[src/rtl/dp_ram_fifo_ctrl_if.sv]
// Valid/ready push and pop bundle for the dp_ram FIFO controller.
// The master side feeds pushes and consumes pops; the slave side is the FIFO.
interface dp_ram_fifo_ctrl_if #(
  parameter int DATA_WIDTH = 8
);
  logic                  in_valid;
  logic                  in_ready;
  logic [DATA_WIDTH-1:0] in_data;
  logic                  out_valid;
  logic                  out_ready;
  logic [DATA_WIDTH-1:0] out_data;

  modport master (
    output in_valid, in_data, out_ready,
    input  in_ready, out_valid, out_data
  );

  modport slave (
    input  in_valid, in_data, out_ready,
    output in_ready, out_valid, out_data
  );
endinterface

[src/rtl/dp_ram_fifo_ctrl.sv]
// FIFO controller driving a dual-port RAM: port A writes, port B reads.
// A 2-entry skid buffer hides the RAM's one-cycle registered read latency.
module dp_ram_fifo_ctrl #(
  parameter int DATA_WIDTH = 8,
  parameter int ADDR_WIDTH = 4
) (
  input  logic                  clk,
  input  logic                  rst_n,
  input  logic                  clr_i,
  dp_ram_fifo_ctrl_if.slave     bus,
  output logic                  ram_wrA_o,
  output logic [ADDR_WIDTH-1:0] ram_addrA_o,
  output logic [DATA_WIDTH-1:0] ram_dataA_o,
  output logic                  ram_wrB_o,
  output logic [ADDR_WIDTH-1:0] ram_addrB_o,
  input  logic [DATA_WIDTH-1:0] ram_dataB_i,
  output logic [ADDR_WIDTH+1:0] level_o
);
  localparam logic [ADDR_WIDTH:0] FULL =
    {1'b1, {ADDR_WIDTH{1'b0}}};

  logic [ADDR_WIDTH-1:0] wr_ptr_q, wr_ptr_d;
  logic [ADDR_WIDTH-1:0] rd_ptr_q, rd_ptr_d;
  logic [ADDR_WIDTH:0]   ram_cnt_q, ram_cnt_d;
  logic                  rd_pend_q, rd_pend_d;
  logic [1:0]            ob_cnt_q, ob_cnt_d;
  logic [DATA_WIDTH-1:0] ob0_q, ob0_d;
  logic [DATA_WIDTH-1:0] ob1_q, ob1_d;

  logic       push;
  logic       pop;
  logic       issue;
  logic [2:0] inflight;

  assign bus.in_ready  = (ram_cnt_q != FULL);
  assign bus.out_valid = (ob_cnt_q != 2'd0);
  assign bus.out_data  = ob0_q;

  assign push = bus.in_valid && bus.in_ready;
  assign pop  = bus.out_valid && bus.out_ready;

  // Words already owned by the skid buffer after this cycle's pop
  assign inflight = {1'b0, ob_cnt_q}
                  + {2'b00, rd_pend_q}
                  - {2'b00, pop};
  assign issue = (ram_cnt_q != '0)
              && (inflight <= 3'd1);

  assign ram_wrA_o   = push;
  assign ram_addrA_o = wr_ptr_q;
  assign ram_dataA_o = bus.in_data;
  assign ram_wrB_o   = 1'b0;
  assign ram_addrB_o = rd_ptr_q;

  assign level_o = {1'b0, ram_cnt_q}
                 + {{(ADDR_WIDTH+1){1'b0}}, rd_pend_q}
                 + {{ADDR_WIDTH{1'b0}}, ob_cnt_q};

  always_comb begin
    wr_ptr_d  = wr_ptr_q;
    rd_ptr_d  = rd_ptr_q;
    ram_cnt_d = ram_cnt_q;
    rd_pend_d = 1'b0;
    ob_cnt_d  = ob_cnt_q;
    ob0_d     = ob0_q;
    ob1_d     = ob1_q;
    if (clr_i) begin
      wr_ptr_d  = '0;
      rd_ptr_d  = '0;
      ram_cnt_d = '0;
      ob_cnt_d  = 2'd0;
      ob0_d     = '0;
      ob1_d     = '0;
    end else begin
      if (push) wr_ptr_d = wr_ptr_q + 1'b1;
      if (issue) rd_ptr_d = rd_ptr_q + 1'b1;
      rd_pend_d = issue;
      ram_cnt_d = ram_cnt_q
                + {{ADDR_WIDTH{1'b0}}, push}
                - {{ADDR_WIDTH{1'b0}}, issue};
      unique case (1'b1)
        pop && rd_pend_q: begin
          if (ob_cnt_q == 2'd2) begin
            ob0_d = ob1_q;
            ob1_d = ram_dataB_i;
          end else begin
            ob0_d = ram_dataB_i;
          end
        end
        pop && !rd_pend_q: begin
          ob0_d    = ob1_q;
          ob_cnt_d = ob_cnt_q - 2'd1;
        end
        !pop && rd_pend_q: begin
          if (ob_cnt_q == 2'd0) ob0_d = ram_dataB_i;
          else                  ob1_d = ram_dataB_i;
          ob_cnt_d = ob_cnt_q + 2'd1;
        end
        default: ;
      endcase
    end
  end

  always_ff @(posedge clk or negedge rst_n) begin
    if (!rst_n) begin
      wr_ptr_q  <= '0;
      rd_ptr_q  <= '0;
      ram_cnt_q <= '0;
      rd_pend_q <= 1'b0;
      ob_cnt_q  <= 2'd0;
      ob0_q     <= '0;
      ob1_q     <= '0;
    end else begin
      wr_ptr_q  <= wr_ptr_d;
      rd_ptr_q  <= rd_ptr_d;
      ram_cnt_q <= ram_cnt_d;
      rd_pend_q <= rd_pend_d;
      ob_cnt_q  <= ob_cnt_d;
      ob0_q     <= ob0_d;
      ob1_q     <= ob1_d;
    end
  end
endmodule
[src/flat_wrapper.sv]
// flat-port wrapper written by rule: the top's interface ports become plain ports
module dp_ram_fifo_ctrl_flat 
#(
  parameter int DATA_WIDTH = 8,
  parameter int ADDR_WIDTH = 4
)
  (clk, rst_n, clr_i, ram_wrA_o, ram_addrA_o, ram_dataA_o, ram_wrB_o, ram_addrB_o, ram_dataB_i, level_o, bus_in_valid, bus_in_data, bus_out_ready, bus_in_ready, bus_out_valid, bus_out_data);
  dp_ram_fifo_ctrl_if #(.DATA_WIDTH(DATA_WIDTH)) bus_i ();
  input  logic clk;
  input  logic rst_n;
  input  logic clr_i;
  output logic ram_wrA_o;
  output logic [ADDR_WIDTH-1:0] ram_addrA_o;
  output logic [DATA_WIDTH-1:0] ram_dataA_o;
  output logic ram_wrB_o;
  output logic [ADDR_WIDTH-1:0] ram_addrB_o;
  input  logic [DATA_WIDTH-1:0] ram_dataB_i;
  output logic [ADDR_WIDTH+1:0] level_o;
  input wire logic [$bits(bus_i.in_valid)-1:0] bus_in_valid;
  input wire logic [$bits(bus_i.in_data)-1:0] bus_in_data;
  input wire logic [$bits(bus_i.out_ready)-1:0] bus_out_ready;
  output wire logic [$bits(bus_i.in_ready)-1:0] bus_in_ready;
  output wire logic [$bits(bus_i.out_valid)-1:0] bus_out_valid;
  output wire logic [$bits(bus_i.out_data)-1:0] bus_out_data;
  assign bus_i.in_valid = bus_in_valid;
  assign bus_i.in_data = bus_in_data;
  assign bus_i.out_ready = bus_out_ready;
  assign bus_in_ready = bus_i.in_ready;
  assign bus_out_valid = bus_i.out_valid;
  assign bus_out_data = bus_i.out_data;
  dp_ram_fifo_ctrl #(.DATA_WIDTH(DATA_WIDTH), .ADDR_WIDTH(ADDR_WIDTH)) u_core (.clk(clk), .rst_n(rst_n), .clr_i(clr_i), .bus(bus_i), .ram_wrA_o(ram_wrA_o), .ram_addrA_o(ram_addrA_o), .ram_dataA_o(ram_dataA_o), .ram_wrB_o(ram_wrB_o), .ram_addrB_o(ram_addrB_o), .ram_dataB_i(ram_dataB_i), .level_o(level_o));
endmodule
[config.mk]
export PLATFORM = sky130hd
export DESIGN_NAME = dp_ram_fifo_ctrl_flat
export DESIGN_NICKNAME = d
export VERILOG_FILES = /design/src/rtl/dp_ram_fifo_ctrl_if.sv /design/src/rtl/dp_ram_fifo_ctrl.sv /design/src/flat_wrapper.sv
export SDC_FILE = /design/constraint.sdc
export NUM_CORES = 1
export LEC_CHECK = 0
export BUFFER_PORTS_ARGS = -buffer_cell sky130_fd_sc_hd__buf_2
export CAP_MARGIN = 5
export CORE_ASPECT_RATIO = 1.2
export CORE_MARGIN = 3
export CORE_UTILIZATION = 35
export CTS_BUF_LIST = sky130_fd_sc_hd__clkbuf_8
export DETAILED_ROUTE_END_ITERATION = 7
export PLACE_DENSITY = 0.55
export SYNTH_ARGS = -nofsm -noshare
export SYNTH_HDL_FRONTEND = slang
export SYNTH_SLANG_ARGS = --single-unit
[constraint.sdc]
create_clock -name clk -period 4.58 [get_ports clk]
set_input_delay 0.229 -clock clk [delete_from_list [all_inputs] [get_ports clk]]
set_output_delay 0.229 -clock clk [all_outputs]
set_load 0.03 [all_outputs]
==> impl_metrics.env, run 1 <==
export IMPL_overflow=0
export IMPL_reg2reg_from="u_core.ob_cnt_q[0]$_DFFE_PN0P_"
export IMPL_numCtsBuffers=5
export IMPL_grt_pass1_vias=1568
export IMPL_clock_path_buffers=2
export IMPL_chipHeight_um=90.6
export IMPL_cp_end_kind="flip-flop"
export IMPL_drcViolationCount=0
export IMPL_p_per_area_nw_per_um2=707
export IMPL_dp_slack_ns=0.606
export IMPL_synth_edf_count=0
export IMPL_whs_ns=0.00265
export IMPL_r2r_cells=17
export IMPL_postCtsSetupBuffers=0
export IMPL_syn_area_per_cell_um2=9.11
export IMPL_diodes=0
export IMPL_hold_violations=0
export IMPL_drive_gt1_share_pct=19.6
export IMPL_worstPathArrival_ns=4.12
export IMPL_clock_sinks=32
export IMPL_period_share_pct=86.8
export IMPL_initial_core_util_pct=36.6
export IMPL_worstMarginPinSlew_ns=0.741
export IMPL_synth_distinct_cells=37
export IMPL_num_vias=1596
export IMPL_ctsHoldBuffers=0
export IMPL_area_growth_pct=12.6
export IMPL_htreeDepth=2
export IMPL_crit_type="flip-flop to flip-flop"
export IMPL_power_total_w=0.00166
export IMPL_final_max_slew_viol_count=0
export IMPL_core_um2=5710
export IMPL_synth_fp_nets=268
export IMPL_async_reset_ff_share_pct=100
export IMPL_r2r_end="u_core.ram_cnt_q[4]$_DFF_PN0_"
export IMPL_crit_required_ns=4.72
export IMPL_fp_dieW_um=76.5
export IMPL_root_buffer="clkbuf_8"
export IMPL_leakage_nw=1.18
export IMPL_drt_iter0_drc=93
export IMPL_gp_congestion=0.733
export IMPL_cp_start_kind="flip-flop"
export IMPL_cp_max_fo=9
export IMPL_rsz0062_at_grt="no"
export IMPL_relSlewSlack_pct=50.6
export IMPL_cts_resized_gates=0
export IMPL_tns_ns=0
export IMPL_netlist_instances=229
export IMPL_synth_area_um2=2090
export IMPL_io_buffers=37
export IMPL_clkSlewWorstSetupHoldPaths_ns=0.07
export IMPL_antenna_found_initial=0
export IMPL_wl_per_cell_um=13.4
export IMPL_ys_seq_elements=32
export IMPL_vias_per_cell=4.76
export IMPL_clock_latency_ns=0.29
export IMPL_seq_area_frac_synth_pct=38.4
export IMPL_skew_ns=0.00658
export IMPL_die_area_um2=6930
export IMPL_final_min_clock_period_ns=3.98
export IMPL_min_path_type="input pin to asynchronous set/reset pin"
export IMPL_hpwlAfterDp_um=3100
export IMPL_fmax_mhz=251
export IMPL_finalSetupViolations=0
export IMPL_cap_violations=0
export IMPL_ios=55
export IMPL_r2r_slack_ns=0.60
export IMPL_grt_pass1_wl_um=7800
export IMPL_synth_top_flop_cell="dfrtp_1"
export IMPL_rows=30
export IMPL_grt_start_max_net_pins=35
export IMPL_grtUsageTotal_pct=14.1
export IMPL_wirelength_um=4500
export IMPL_cts_tree="built"
export IMPL_drtPass1Iterations=4
export IMPL_ant_nets=0
export IMPL_ys_warnings_count=0
export IMPL_vdd_drop_max_uv=418
export IMPL_final_nets=293
export IMPL_status="finished clean"
export IMPL_fin_ws_ns=0.604
==> registers in the layout, indices dropped and copies added (netlist names) <==
register	cells
u_core.ram_cnt_q	5
u_core.ob1_q	8
u_core.ob_cnt_q	2
u_core.bus.out_data	8
u_core.ram_addrB_o	4
u_core.rd_pend_q	1
u_core.ram_addrA_o	4
==> cells in the mapped netlist, types with 2 or more instances <==
cell type  instances  area (um2)
nor2_1            22        82.6
buf_4              9        67.6
inv_1             16        60.1
xnor2_1            6        52.6
nor3_1             2        10.0
clkbuf_1           6        22.5
a31oi_1            7        43.8
xor2_1             9        78.8
fa_1               4        80.1
nand3_1            3        15.0
nand2_1           30         113
nor2b_1            3        18.8
dfrtp_1           32         801
nand2b_1          11        68.8
a221oi_1           8        70.1
a21oi_1            5        25.0
ha_1              14         175
a22o_1             7        61.3
or2_2              2        12.5
o21ai_0           12        60.1
buf_2              5        25.0
==> layout by cell type (no fill, tap or decap), drive strengths merged <==
cell type and n:
buf 39, dfrtp 32, nand2 30, nor2 22, inv 18, ha 14, o21ai 12, nand2b 11
xor2 9, a221oi 8, a31oi 8, a22o 7, xnor2 6, clkbuf 6, a21oi 6, fa 4
nor2b 3, nand3 3, or2 2, nor3 2, or3 2, and2 1, nor4b 1, or3b 1
nand4bb 1, a21o 1, a311o 1, nor3b 1, nand4 1, and3 1, mux2i 1, conb 1
==> stage by stage <==
step / util, % / cell area [um2] / instances
2_1_floorplan: - / 2090 / 229
3_3_place_gp: 39.6 / 2260 / 327
3_5_place_dp: 39.6 / 2260 / 327
4_1_cts: 41.2 / 2350 / 335
5_1_grt: 41.2 / 2350 / 335
6_report: 41.2 / 2350 / 335
==> critical path: stages (launching register included) <==
cell and delay, ns:
dfrtp_1 0.46, or2_2 0.36, and2_1 0.20, ha_1 0.29
inv_1 0.06, ha_1 0.12, inv_1 0.05, fa_1 0.37
xor2_1 0.17, or3b_1 0.46, xor2_1 0.18, ha_1 0.18
inv_1 0.05, fa_1 0.38, nand2b_1 0.16, a21oi_1 0.16
or3_1 0.12, a21oi_1 0.05
==> report_power, final <==
| group | internal [W] | total [W] | switching, W |
|---|---|---|---|
| sequential | 0.000364 | 0.000437 | 0.0000734 |
| clock | 0.000118 | 0.000223 | 0.000105 |
| combinational | 0.000389 | 0.00100 | 0.000613 |
==> cell type report <==
| class | instances | area (um2) |
|---|---|---|
| Tap cell | 80 | 100 |
| Timing Repair Buffer | 39 | 200 |
| Sequential cell | 32 | 801 |
| Clock buffer | 6 | 82.6 |
| Multi-Input combinational cell | 160 | 1100 |
| Clock inverter | 2 | 7.51 |
| Fill cell | 612 | 3350 |
| Inverter | 16 | 60.1 |
==> layer usage <==
| metal | GRT usage (%) | part of all wire, % | routed length [um] |
|---|---|---|---|
| met2 | 22.6 | 48 | 2150 |
| met4 | 4.83 | 1.5 | 68 |
| met5 | 0 | 0 | 0 |
| met1 | 17.9 | 46 | 2090 |
| met3 | 4.49 | 4.4 | 197 |
==> how the worst max path moves through the flow <==
stage / start / endpoint / slack [ns]
after floorplan: u_core.ob_cnt_q[1]$_DFFE_PN0P_ / u_core.ram_cnt_q[4]$_DFF_PN0_ / 0.34
after global placement: u_core.ob_cnt_q[0]$_DFFE_PN0P_ / u_core.ram_cnt_q[4]$_DFF_PN0_ / 0.69
after detailed placement: u_core.ob_cnt_q[0]$_DFFE_PN0P_ / u_core.ram_cnt_q[4]$_DFF_PN0_ / 0.61
after CTS: u_core.ob_cnt_q[0]$_DFFE_PN0P_ / u_core.ram_cnt_q[4]$_DFF_PN0_ / 0.60
after global routing: u_core.ob_cnt_q[0]$_DFFE_PN0P_ / u_core.ram_cnt_q[4]$_DFF_PN0_ / 0.32
final: u_core.ob_cnt_q[0]$_DFFE_PN0P_ / u_core.ram_cnt_q[4]$_DFF_PN0_ / 0.60
==> cells by family (layout without fill, tap and decap cells) <==
| logic type | count (synthesis) | after routing | share of synthesized area [%] |
|---|---|---|---|
| simple gates | 82 | 82 | 18.8 |
| other cells | 1 | 1 | 0.180 |
| flops | 32 | 32 | 38.4 |
| xor+xnor | 15 | 15 | 6.30 |
| buf+inv | 37 | 63 | 8.93 |
| mux | 1 | 1 | 0.480 |
| compound gates | 43 | 43 | 14.7 |
| fa+ha+maj | 18 | 18 | 12.2 |
Power figures use the tool's default switching activity.
==> run 2, diff against run 1 <==
--- a/config.mk
+++ b/config.mk
@@ -12,7 +12,7 @@
 export CORE_UTILIZATION = 35
 export CTS_BUF_LIST = sky130_fd_sc_hd__clkbuf_8
 export DETAILED_ROUTE_END_ITERATION = 7
-export PLACE_DENSITY = 0.55
+export PLACE_DENSITY = 0.62
 export SYNTH_ARGS = -nofsm -noshare
 export SYNTH_HDL_FRONTEND = slang
 export SYNTH_SLANG_ARGS = --single-unit
==> run 2 against run 1 <==
The flow now finishes with violations (hold timing). Sequential power hardly changed. Clock-buffer cell count rose by 1. Setup slack worse by 0.047 ns. Non-clock buffer count is the same. Total power up 4.1%. Combinational power is essentially flat. Wire length shrank 2.4%. Via count up 2.0%. Maximum frequency shrank 1.2%. Sequential cell count is the same. Cell count did not move. Clock skew decreased by 0.0016 ns. Highest routed layer unchanged.
==> impl_metrics.env, run 2 (synthesis gave the netlist of run 1 again) <==
export IMPL_grt_pass1_wl_um=7640
export IMPL_grtUsageTotal_pct=13.7
export IMPL_fin_area_um2=2390
export IMPL_ios=55
export IMPL_crit_required_ns=4.72
export IMPL_layout_common_cells="buf_2 (37), dfrtp_1 (32), nand2_1 (30), nor2_1 (22), inv_1 (16)"
export IMPL_min_path_type="input pin to asynchronous set/reset pin"
export IMPL_intPower_w=0.000943
export IMPL_cap_violations=0
export IMPL_fmax_mhz=249
export IMPL_initial_core_util_pct=36.6
export IMPL_area_growth_pct=14.4
export IMPL_final_common_cell="buf_2"
export IMPL_grt_start_max_net_pins=35
export IMPL_drcViolationCount=0
export IMPL_num_vias=1628
export IMPL_post_dp_cell_area_um2=2260
export IMPL_grt_pass1_vias=1673
export IMPL_crit_type="flip-flop to flip-flop"
export IMPL_wirelength_um=4390
export IMPL_hold_violations=16
export IMPL_ctsHoldBuffers=0
export IMPL_cts_resized_gates=0
export IMPL_final_core_util_pct=41.8
export IMPL_finalSetupViolations=0
export IMPL_rows=30
export IMPL_status="complete, but fails checks"
export IMPL_overflow=0
export IMPL_leakage_nw=1.19
export IMPL_tns_ns=0
export IMPL_core_um2=5710
export IMPL_relSlewSlack_pct=51.8
export IMPL_final_nets=293
export IMPL_root_buffer="clkbuf_8"
export IMPL_final_max_slew_viol_count=0
export IMPL_power_frac_clock_pct=17.3
export IMPL_postCtsSetupBuffers=0
export IMPL_clock_sinks=32
export IMPL_drt_iter0_drc=54
export IMPL_wl_per_cell_um=13.1
export IMPL_clock_path_buffers=2
export IMPL_final_min_clock_period_ns=4.02
export IMPL_fp_dieW_um=76.5
export IMPL_r2r_cells=17
export IMPL_cts_tree="built"
export IMPL_cp_end_kind="flip-flop"
export IMPL_seqPwrFrac_pct=25.2
export IMPL_switching_power_w=0.000788
export IMPL_hpwlAfterDp_um=3080
export IMPL_sw_frac_of_total_pct=45.5
export IMPL_antenna_found_initial=0
export IMPL_power_frac_comb_pct=57.6
export IMPL_skew_ns=0.00495
export IMPL_whs_ns=-0.00682
export IMPL_htreeDepth=2
export IMPL_io_buffers=37
export IMPL_worstPathArrival_ns=4.16
export IMPL_die_area_um2=6930
export IMPL_cp_max_fo=9
export IMPL_ant_nets=0
export IMPL_numCtsBuffers=5
export IMPL_vias_per_cell=4.86
export IMPL_failed_checks="hold timing"
export IMPL_rsz0062_at_grt="no"
export IMPL_p_per_area_nw_per_um2=725
export IMPL_gp_congestion=0.815
export IMPL_cp_start_kind="flip-flop"
export IMPL_vdd_drop_max_uv=388
export IMPL_diodes=0
export IMPL_clock_latency_ns=0.29
export IMPL_chipHeight_um=90.6
export IMPL_drive_gt1_share_pct=20.4
export IMPL_worstMarginPinSlew_ns=0.723
export IMPL_drtPass1Iterations=4
export IMPL_period_share_pct=87.8
export IMPL_clkSlewWorstSetupHoldPaths_ns=0.07
## run 2: path summary, 6_finish.rpt
kind / endpoint / from / slack [ns]
setup / recovery: u_core.ram_cnt_q[4]$_DFF_PN0_ / u_core.ob_cnt_q[0]$_DFFE_PN0P_ / 0.56
max in group asynchronous: u_core.bus.out_data[6]$_DFFE_PN0P_ / rst_n / 4.13
hold / removal: u_core.bus.out_data[3]$_DFFE_PN0P_ / rst_n / -0.007
hold reg to reg: u_core.bus.out_data[6]$_DFFE_PN0P_ / u_core.bus.out_data[6]$_DFFE_PN0P_ / 0.49
min in group clk: u_core.ram_addrA_o[1]$_DFFE_PN0P_ / bus_in_valid / 0.22
setup reg to reg: u_core.ram_cnt_q[4]$_DFF_PN0_ / u_core.ob_cnt_q[0]$_DFFE_PN0P_ / 0.56
## run 2: power groups by stage
stage | logic [W] | clock network [W] | registers [W]
after floorplan | 0.000739 | 0 | 0.000508
after global placement | 0.000986 | 0 | 0.000440
after detailed placement | 0.00100 | 0 | 0.000442
after CTS | 0.00101 | 0.000311 | 0.000438
after global routing | 0.00112 | 0.000323 | 0.000451
final | 0.000996 | 0.000299 | 0.000436
## run 2: per-stage QoR
step / power (W) / setup slack (ns) / std cells
after floorplan: 0.00125 / 0.342 / 229
after global placement: 0.00143 / 0.694 / 327
after detailed placement: 0.00144 / 0.562 / 327
after CTS: 0.00176 / 0.537 / 335
after global routing: 0.00189 / 0.304 / 335
final: 0.00173 / 0.557 / 335
## run 2: cell type report
class	count	area (um2)
fill	617	3320
clock buffer	7	96.3
sequential	32	801
multi-input combinational	160	1100
timing repair buffer	39	200
clock inverter	1	30.0
inverter	16	60.1
tap	80	100
## run 2: critical path, cell delays in order (launching register included)
cell	delay [ns]
dfrtp_1	0.46
or2_2	0.36
and2_1	0.20
ha_1	0.30
inv_1	0.06
ha_1	0.13
inv_1	0.05
fa_1	0.37
xor2_1	0.17
or3b_1	0.46
xor2_1	0.18
ha_1	0.18
inv_1	0.06
fa_1	0.38
nand2b_1	0.15
a21oi_1	0.17
or3_1	0.13
a21oi_1	0.06
## run 2: per-layer routing
metal  up-vias  share of wire (%)  wire (um)  global-route usage, %
met4         0                1.4         63                   4.98
met5         -                  0          0                      0
li1        801                  -          -                      -
met3         6                5.7        249                   4.89
met1       786                 45       1970                   15.6
met2        35                 48       2110                   23.4
